## src/rtl/dsi_pkg.sv

```systemverilog
// Shared D-PHY lane definitions: state encoding, LP line levels and per-state
// output decode used by the clock lane and the data-lane controllers.
package dsi_pkg;

  typedef logic [3:0] dsi_state_t;
  typedef logic [1:0] lp_lvl_t;  // {p, n}

  localparam dsi_state_t ST_LP11      = 4'd0;
  localparam dsi_state_t ST_LP01      = 4'd1;
  localparam dsi_state_t ST_LP00      = 4'd2;
  localparam dsi_state_t ST_HS_ZERO   = 4'd3;
  localparam dsi_state_t ST_HS_PRE    = 4'd4;
  localparam dsi_state_t ST_HS_CLK    = 4'd5;
  localparam dsi_state_t ST_HS_POST   = 4'd6;
  localparam dsi_state_t ST_HS_TRAIL  = 4'd7;
  localparam dsi_state_t ST_ULPS_ENT  = 4'd8;
  localparam dsi_state_t ST_ULPS      = 4'd9;
  localparam dsi_state_t ST_ULPS_EXIT = 4'd10;

  localparam lp_lvl_t LP_11 = 2'b11;
  localparam lp_lvl_t LP_01 = 2'b01;
  localparam lp_lvl_t LP_10 = 2'b10;
  localparam lp_lvl_t LP_00 = 2'b00;

  function automatic lp_lvl_t lp_level(dsi_state_t st);
    lp_lvl_t lvl;
    case (st)
      ST_LP11:                   lvl = LP_11;
      ST_LP01:                   lvl = LP_01;
      ST_ULPS_ENT, ST_ULPS_EXIT: lvl = LP_10;
      default:                   lvl = LP_00;
    endcase
    return lvl;
  endfunction

  function automatic logic hs_oe_state(dsi_state_t st);
    return st inside {ST_HS_ZERO, ST_HS_PRE, ST_HS_CLK, ST_HS_POST, ST_HS_TRAIL};
  endfunction

  // Only these states carry clock edges; HS_ZERO and HS_TRAIL hold the line at 0.
  function automatic logic hs_bit_state(dsi_state_t st);
    return st inside {ST_HS_PRE, ST_HS_CLK, ST_HS_POST};
  endfunction

endpackage

```

## src/rtl/dsi_lane_timer.sv

```systemverilog
// Phase down-counter: loads a duration, then decrements; trig is the MSB, so a
// zero-extended load of N raises trig after N+1 decrements.
module dsi_lane_timer #(
  parameter int unsigned W = 9
) (
  input  logic         clk,
  input  logic         rst_n,
  input  logic         load_i,
  input  logic [W-1:0] value_i,
  output logic         trig_o
);

  logic [W-1:0] count_d, count_q;

  always_comb begin
    count_d = load_i ? value_i : count_q - W'(1);
  end

  always_ff @(posedge clk or negedge rst_n) begin
    if (!rst_n) begin
      count_q <= '1;
    end else begin
      count_q <= count_d;
    end
  end

  assign trig_o = count_q[W-1];

endmodule

```

## src/rtl/dsi_clk_lane.sv

```systemverilog
// MIPI D-PHY clock-lane controller: LP request/HS entry/exit sequencing, ULPS
// entry/exit and optional continuous clock, with registered lane IO controls.
module dsi_clk_lane
  import dsi_pkg::*;
#(
  parameter int unsigned TIMER_W  = 8,
  parameter int unsigned WAKE_W   = 16,
  parameter bit          CONT_CLK = 1'b0
) (
  input  logic               clk,
  input  logic               rst_n,
  input  logic               hs_req,
  output logic               hs_rdy,
  input  logic               ulps_req,
  output logic               ulps_active,
  output logic               clk_sync,
  input  logic [TIMER_W-1:0] cfg_lpx,
  input  logic [TIMER_W-1:0] cfg_hs_prep,
  input  logic [TIMER_W-1:0] cfg_hs_zero,
  input  logic [TIMER_W-1:0] cfg_hs_pre,
  input  logic [TIMER_W-1:0] cfg_hs_post,
  input  logic [TIMER_W-1:0] cfg_hs_trail,
  input  logic [WAKE_W-1:0]  cfg_wakeup,
  output logic               io_lp_p,
  output logic               io_lp_n,
  output logic               io_hs_oe,
  output logic               io_hs_bit
);

  // One spare bit so an all-ones cfg still counts down before the MSB sets.
  localparam int unsigned TW = ((TIMER_W > WAKE_W) ? TIMER_W : WAKE_W) + 1;

  dsi_state_t    state_d, state_q;
  logic          clk_sync_d, clk_sync_q;
  lp_lvl_t       lp_d, lp_q;
  logic          hs_oe_d, hs_oe_q;
  logic          hs_bit_d, hs_bit_q;
  logic          timer_load;
  logic [TW-1:0] timer_val;
  logic          trig;

  always_comb begin
    state_d = state_q;
    case (state_q)
      ST_LP11: begin
        if (ulps_req) begin
          state_d = ST_ULPS_ENT;
        end else if (hs_req || CONT_CLK) begin
          state_d = ST_LP01;
        end
      end
      ST_LP01:     if (trig) state_d = ST_LP00;
      ST_LP00:     if (trig) state_d = ST_HS_ZERO;
      ST_HS_ZERO:  if (trig) state_d = ST_HS_PRE;
      ST_HS_PRE:   if (trig) state_d = ST_HS_CLK;
      ST_HS_CLK: begin
        if (ulps_req || (!CONT_CLK && !hs_req)) state_d = ST_HS_POST;
      end
      ST_HS_POST:   if (trig) state_d = ST_HS_TRAIL;
      ST_HS_TRAIL:  if (trig) state_d = ST_LP11;
      ST_ULPS_ENT:  if (trig) state_d = ST_ULPS;
      ST_ULPS:      if (!ulps_req) state_d = ST_ULPS_EXIT;
      ST_ULPS_EXIT: if (trig) state_d = ST_LP11;
      default:      state_d = ST_LP11;
    endcase
  end

  // Duration of the state being entered; cfg is captured only here.
  always_comb begin
    timer_val = '1;
    case (state_d)
      ST_LP01, ST_ULPS_ENT: timer_val = TW'(cfg_lpx);
      ST_LP00:              timer_val = TW'(cfg_hs_prep);
      ST_HS_ZERO:           timer_val = TW'(cfg_hs_zero);
      ST_HS_PRE:            timer_val = TW'(cfg_hs_pre);
      ST_HS_POST:           timer_val = TW'(cfg_hs_post);
      ST_HS_TRAIL:          timer_val = TW'(cfg_hs_trail);
      ST_ULPS_EXIT:         timer_val = TW'(cfg_wakeup);
      default:              ;
    endcase
  end

  assign timer_load = (state_d != state_q);

  dsi_lane_timer #(
    .W(TW)
  ) u_timer (
    .clk    (clk),
    .rst_n  (rst_n),
    .load_i (timer_load),
    .value_i(timer_val),
    .trig_o (trig)
  );

  always_comb begin
    clk_sync_d = ~clk_sync_q;
    lp_d       = lp_level(state_q);
    hs_oe_d    = hs_oe_state(state_q);
    hs_bit_d   = clk_sync_q & hs_bit_state(state_q);
  end

  always_ff @(posedge clk or negedge rst_n) begin
    if (!rst_n) begin
      state_q    <= ST_LP11;
      clk_sync_q <= 1'b0;
      lp_q       <= LP_11;
      hs_oe_q    <= 1'b0;
      hs_bit_q   <= 1'b0;
    end else begin
      state_q    <= state_d;
      clk_sync_q <= clk_sync_d;
      lp_q       <= lp_d;
      hs_oe_q    <= hs_oe_d;
      hs_bit_q   <= hs_bit_d;
    end
  end

  assign hs_rdy      = (state_q == ST_HS_CLK);
  assign ulps_active = (state_q == ST_ULPS);
  assign clk_sync    = clk_sync_q;
  assign io_lp_p     = lp_q[1];
  assign io_lp_n     = lp_q[0];
  assign io_hs_oe    = hs_oe_q;
  assign io_hs_bit   = hs_bit_q;

endmodule

```

## config.mk

```make
export PLATFORM = sky130hd
export DESIGN_NAME = dsi_clk_lane
export DESIGN_NICKNAME = d
export VERILOG_FILES = /design/src/rtl/dsi_pkg.sv /design/src/rtl/dsi_lane_timer.sv /design/src/rtl/dsi_clk_lane.sv
export SDC_FILE = /design/constraint.sdc
export NUM_CORES = 1
export LEC_CHECK = 0
export CORE_MARGIN = 3
export CORE_UTILIZATION = 45
export CTS_BUF_LIST = sky130_fd_sc_hd__clkbuf_16
export CTS_CLUSTER_SIZE = 30
export DETAILED_ROUTE_END_ITERATION = 10
export DONT_BUFFER_PORTS = 1
export GPL_TIMING_DRIVEN = 0
export SLEW_MARGIN = 5
export SYNTH_ARGS = -nofsm -noshare
export SYNTH_HDL_FRONTEND = slang
export SYNTH_SLANG_ARGS = --single-unit
export TNS_END_PERCENT = 10
```

## constraint.sdc

```tcl
create_clock -name clk -period 5.6 [get_ports clk]
set_input_delay 0.84 -clock clk [delete_from_list [all_inputs] [get_ports clk]]
set_output_delay 0.84 -clock clk [all_outputs]
set_load 0.02 [all_outputs]
```

==> impl_metrics.tcl, run 1 <==
set metrics [dict create \
    overflow 0 \
    io_pins 75 \
    async_flop_share_pct 100 \
    antenna_found_initial 0 \
    grt_setup_unrepaired "false" \
    crit_chain "clkbuf_1, a21oi_1, o21ai_0, o21a_1, inv_1, nor3_1, a221oi_1, a32oi_1" \
    synth-edff-count 0 \
    syn_nets 315 \
    cts.path.max_buffers 2 \
    dieArea_um2 5480 \
    p_leak_nw 0.814 \
    die_x_um 74.1 \
    drv_cap 0 \
    post_cts_resize_count 0 \
    post_synth_num_cell_types 55 \
    min_period_ns 2.90 \
    first_pass_iters 4 \
    synth-adder-area-share_pct 0.600 \
    start_util_pct 47.2 \
    avgSynthCellArea_um2 8.47 \
    synth_top_area_share_pct 23.9 \
    drive_gt1_share_pct 17.2 \
    seqCellArea_um2 674 \
    synth_area_leaders "dfstp_2, dfrtp_1, xnor2_1" \
    diodes 0 \
    status "finished, final reports clean" \
    ant_nets 0 \
    gp_congestion 0.864 \
    slew_violations 0 \
    crit_buf_inv 2 \
    syn-instance-count 246 \
    path_delay_family "compound AO/OA/AOI/OAI gates" \
    setup_viol 0 \
    critical_path_arrival_ns 3.08 \
    crit_path_max_incr_delay_ns 0.71 \
    nets 320 \
    ys_ff_latch 26 \
    critPathRequiredTime_ns 5.78 \
    cts_root_buf "clkbuf_16" \
    relSlewSlack_pct 26.9 \
    ys.flop_type "dfstp_2" \
    drc 0 \
    h-tree-depth 1 \
    place_hpwl_mm 4.24 \
    numCtsBuffers 3 \
    cts_setup_buffers 0 \
    r2r_start "u_timer.count_q[16]" \
    grt.total_usage_pct 21.0 \
    synth_top_family_by_area "compound AO/OA/AOI/OAI gates" \
    skew_ns 0.00293 \
    post-place-ws_ns 2.61 \
    first_global_vias 1912 \
    grt_first_pass_wirelength_mm 8.97 \
    worstMarginPinSlew_ns 1.09 \
    cts.hold.buffers_added 0 \
    hold_path_class "in -> async" \
    via_per_inst 6.32 \
    routedWlPerCell_um 18.1 \
    synth_mux_area_share_pct 0.960 \
    cp-start-kind "flop" \
    rrSetupSlack_ns 2.70 \
    ir_drop_v 0.000236 \
    core_region_area_um2 4410 \
    clk_latency_ns 0.26 \
    grt_max_degree 27 \
    synth-seq-area-share_pct 32.4 \
    reg2regPathDepth 8 \
    drt_iter0_drc 185 \
    timing.rr.end "u_timer.count_q[1]" \
    clk_pin_slew_ns 0.07 \
    hold_ws_ns 0.273 \
    ys_warn_count 0 \
    synthesis.area_um2 2080 \
    totalWireLength_mm 5.47 \
    hold_violations 0 \
    multi_input_area_um2 1270 \
    synth_xor_area_share_pct 6.72 \
    synth_simple_gate_area_share_pct 22.8 \
    numClockSinks 26 \
    critPathKind "reg -> reg" \
    synth_compound_area_share_pct 29.8 \
    cpMaxStageDelayCell "nor3_1" \
    setup_slack_ns 2.70 \
    fillers 414 \
    syn_to_final_growth_pct 6.90 \
    p_per_area_nw_per_um2 655 \
    rows 24 \
    synth_area_leader_cell "dfstp_2" \
    die_y_um 74.1 \
    period_share_pct 51.8 \
    fin_setup_tns_ns 0 \
    crit_path_end_kind "flop" \
    vias 1910 \
    path_max_fanout 10 \
    fmax_ghz 0.345 \
    cts_tree "done" \
    io_buffer_count 0 \
]
==> layout by cell type (no fill, tap or decap), types with 4 or more instances in the layout <==
cell	synthesis	layout
nand2_1	23	23
dfstp_2	19	19
inv_1	16	16
nor2_1	14	14
a21oi_1	13	13
o21ai_0	13	13
nor3_1	12	12
xnor2_1	12	12
clkbuf_1	7	7
a22o_1	7	7
dfrtp_1	7	7
nand2b_1	6	6
a22oi_1	6	6
nand3_1	5	5
a22oi_2	5	5
and3_1	5	5
nor3b_1	5	5
buf_2	4	4
xor2_1	4	4
a32oi_1	4	4
a31o_2	4	4
==> worst register-to-register path, cell delays in order (launching register included) <==
cell,delay (ns)
dfstp_2,0.55
clkbuf_1,0.35
a21oi_1,0.12
o21ai_0,0.18
o21a_1,0.31
inv_1,0.16
nor3_1,0.71
a221oi_1,0.22
a32oi_1,0.24
==> power breakdown <==
part	total (mW)	switching, mW	leakage [nW]	internal, mW
Combinational	0.889	0.516	0.489	0.373
Sequential	0.412	0.0727	0.287	0.339
Clock	0.160	0.0647	0.0385	0.0956
Total	1.46	0.653	0.814	0.808
==> state kept, by name, indices dropped and copies added (netlist names) <==
name and count:
u_timer.count_q 17, io_hs_oe 1, state_q 4, clk_sync 1
io_hs_bit 1, lp_q 2
==> routing by layer <==
| layer | track usage [%] | part of all wire [%] |
|---|---|---|
| met4 | 5.23 | 1.6 |
| met3 | 5.00 | 8.0 |
| met2 | 34.3 | 48 |
| met1 | 28.2 | 42 |
| met5 | 0 | 0 |
==> cell families after synthesis <==
kind of cell	count (synthesis)
and+or+nand+nor	90
AOI/OAI and AO/OA	81
buffers and inverters	30
DFF	26
xor gates and xnor gates	16
muxes	2
adders and majority gates	1
==> synthesized netlist by cell type (all sizes together) (11+ instances only) <==
library cell and count:
nor3 12, a21oi 13, dfstp 19, xnor2 12, nor2 14, o21ai 13
a22oi 11, nand2 23, inv 16
==> how the worst max path moves through the flow <==
stage	from	to	slack [ns]	cells after the start
floorplan	ulps_req	u_timer.count_q[10]	2.91	8
global placement	ulps_req	u_timer.count_q[7]	2.62	7
detailed placement	ulps_req	u_timer.count_q[4]	2.61	7
CTS	u_timer.count_q[16]	u_timer.count_q[7]	2.72	8
global route	u_timer.count_q[16]	u_timer.count_q[1]	2.41	8
finish	u_timer.count_q[16]	u_timer.count_q[1]	2.70	8
==> through the flow <==
step	total power, mW	cell area (um^2)	utilization, %	instances
6_report	1.46	2230	50.5	302
5_1_grt	1.59	2230	50.5	302
4_1_cts	1.46	2230	50.5	302
3_5_place_dp	1.30	2150	48.7	298
3_3_place_gp	1.30	2150	48.7	298
2_1_floorplan	1.11	2080	-	246
==> cell type report <==
type	instances	share of cell area [%]
clock buffers	3	3.37
inverters	16	2.70
plain buffers	14	3.59
clock inverters	1	0.168
multi-input cells	190	57.0
flip-flops and latches	26	30.3
well taps	52	2.92
No activity file was read; power rests on OpenSTA's default activity.
==> run 2: changes to the inputs <==
clock period = 2.4 ns   (was 5.6 ns; I/O delays follow)
==> run 2 against run 1 <==
Compared with the run above: the run now ends with setup timing left; critical path type unchanged; via count is 4.0% higher; maximum frequency is 18% higher; routed wire length is 7.4% higher; non-clock buffer count is 6 higher; critical path depth stayed put; clock power is 130% higher; clock skew hardly changed; hold slack worse by 0.064 ns; sequential power is 130% higher.
==> impl_metrics.tcl, run 2 (same netlist as run 1, synthesis figures left out) <==
set metrics [dict create \
    critical_path_arrival_ns 2.64 \
    grt_max_degree 27 \
    ir_drop_v 0.000568 \
    cts_root_buf "clkbuf_16" \
    ant_nets 0 \
    min_period_ns 2.46 \
    slew_violations 0 \
    core_region_area_um2 4410 \
    first_global_vias 1962 \
    hold_violations 0 \
    skew_ns 0.00309 \
    gp_congestion 0.864 \
    hold_path_class "in -> reg" \
    worstMarginPinSlew_ns 0.696 \
    fmax_ghz 0.407 \
    io_pins 75 \
    nets 326 \
    dp.cells 298 \
    first_pass_iters 4 \
    grt_setup_unrepaired "true" \
    via_per_inst 6.45 \
    overflow 0 \
    relSlewSlack_pct 53.5 \
    h-tree-depth 1 \
    regMostFlops "u_timer.count_q" \
    totalWireLength_mm 5.87 \
    cts.path.max_buffers 2 \
    p_leak_nw 0.889 \
    drive_gt1_share_pct 28.1 \
    dieArea_um2 5480 \
    critPathKind "reg -> reg" \
    clk_latency_ns 0.26 \
    period_share_pct 102 \
    die_y_um 74.1 \
    violations "setup timing" \
    diodes 0 \
    drv_cap 0 \
    multi_input_area_um2 1380 \
    startpoint "state_q[3]" \
    syn_to_final_growth_pct 17.4 \
    setup_viol 10 \
    vias 1987 \
    largest_reg_flops 17 \
    cts_tree "done" \
    drc 0 \
    antenna_found_initial 0 \
    seqCellArea_um2 676 \
    status "finished with violations" \
    die_x_um 74.1 \
    grt_first_pass_wirelength_mm 9.16 \
    reg.largest.list "u_timer.count_q x17, state_q x4, lp_q x2" \
    fillers 392 \
    p_per_area_nw_per_um2 1650 \
    layout_common_cells "nand2_1, dfstp_2, inv_1" \
    numClockSinks 26 \
    setup_slack_ns -0.0593 \
    critPathRequiredTime_ns 2.58 \
    clk_pin_slew_ns 0.07 \
    start_util_pct 47.2 \
    rows 24 \
    numCtsBuffers 3 \
    place_hpwl_mm 4.24 \
    final_util_pct 55.4 \
    path_max_fanout 7 \
    drt_iter0_drc 185 \
    io_buffer_count 0 \
    r2r_start "state_q[3]" \
    grt.total_usage_pct 21.5 \
    hp-start "cfg_wakeup[12]" \
    final_common_cell "nand2_1" \
    routedWlPerCell_um 19.1 \
    stdcell_count 308 \
    crit_path_end_kind "flop" \
    cp-start-kind "flop" \
]
-- run 2: cell types whose count changed in the layout (fill, tap and decap cells not counted), moves of 2 or more --
cell and change:
a21oi_1 -2, clkbuf_1 -4, mux2i_2 +2, buf_12 +2
mux2i_1 -2, a22oi_1 -3, a22oi_2 +3, a32oi_1 -2
a21oi_2 +2, buf_4 +5, clkbuf_2 +2, a32oi_2 +2
-- run 2: final timing paths --
path                       cells past startpoint  slack (ns)                  end
setup / recovery                               8       -0.06   u_timer.count_q[1]
hold / removal                                 2        0.21  u_timer.count_q[12]
setup reg to reg                               8       -0.06   u_timer.count_q[1]
hold reg to reg                                1        0.59             clk_sync
max in group asynchronous                      2        1.64   u_timer.count_q[5]
min in group asynchronous                      2        0.53             io_hs_oe
-- run 2: power by group --
part           switching (mW)  leakage, nW  internal, mW  total, mW
Sequential              0.173        0.285         0.791      0.964
Combinational            1.43        0.565          1.26       2.69
Clock                   0.151       0.0385         0.223      0.375
-- run 2: timing repair --
action,in CTS,in global routing
endpoints found under the setup margin,17,17
hold buffers,2,0
endpoints found under the hold margin,26,0
resized for setup,13,22
gates cloned,0,1
buffers inserted,4,1
pin swaps,2,9
-- run 2: critical path: stages, from the launching register on --
cell and delay (ns):
dfrtp_1 0.38, buf_6 0.13, or3b_4 0.38, a2111o_1 0.44
o211a_4 0.16, and2_4 0.14, o32a_4 0.42, buf_12 0.15
a32oi_1 0.19
-- run 2: layout make-up --
cell class	instances	share of cell area, %
Sequential cell	26	27.6
Inverter	16	2.45
Clock buffer	3	3.07
Tap cell	52	2.66
Buffer	12	3.32
Clock inverter	1	0.153
Timing Repair Buffer	8	4.29
Multi-Input combinational cell	190	56.4
-- run 2: metal layers --
| metal | wire, um | global-route usage, % | share of wire (%) | vias up |
|---|---|---|---|---|
| met5 | 0 | 0 | 0 | - |
| met4 | 79 | 5.23 | 1.3 | 0 |
| met3 | 384 | 5.00 | 6.5 | 6 |
| met2 | 2960 | 35.2 | 50 | 69 |
| met1 | 2450 | 28.8 | 42 | 971 |
| li1 | - | - | - | 941 |
-- run 2: stage by stage --
step | hold WS [ns] | worst slack, ns | area, um^2 | power, mW | setup TNS [ns]
finish | 0.209 | -0.0593 | 2450 | 4.03 | -0.212
global route | 0.203 | -0.121 | 2450 | 4.32 | -1.23
CTS | 0.194 | -0.00862 | 2340 | 3.69 | -0.00862
detailed placement | 0.0654 | -0.460 | 2150 | 3.03 | -6.14
global placement | 0.0653 | -0.422 | 2150 | 3.02 | -6.01
floorplan | 0.0644 | 0.0725 | 2080 | 2.59 | 0
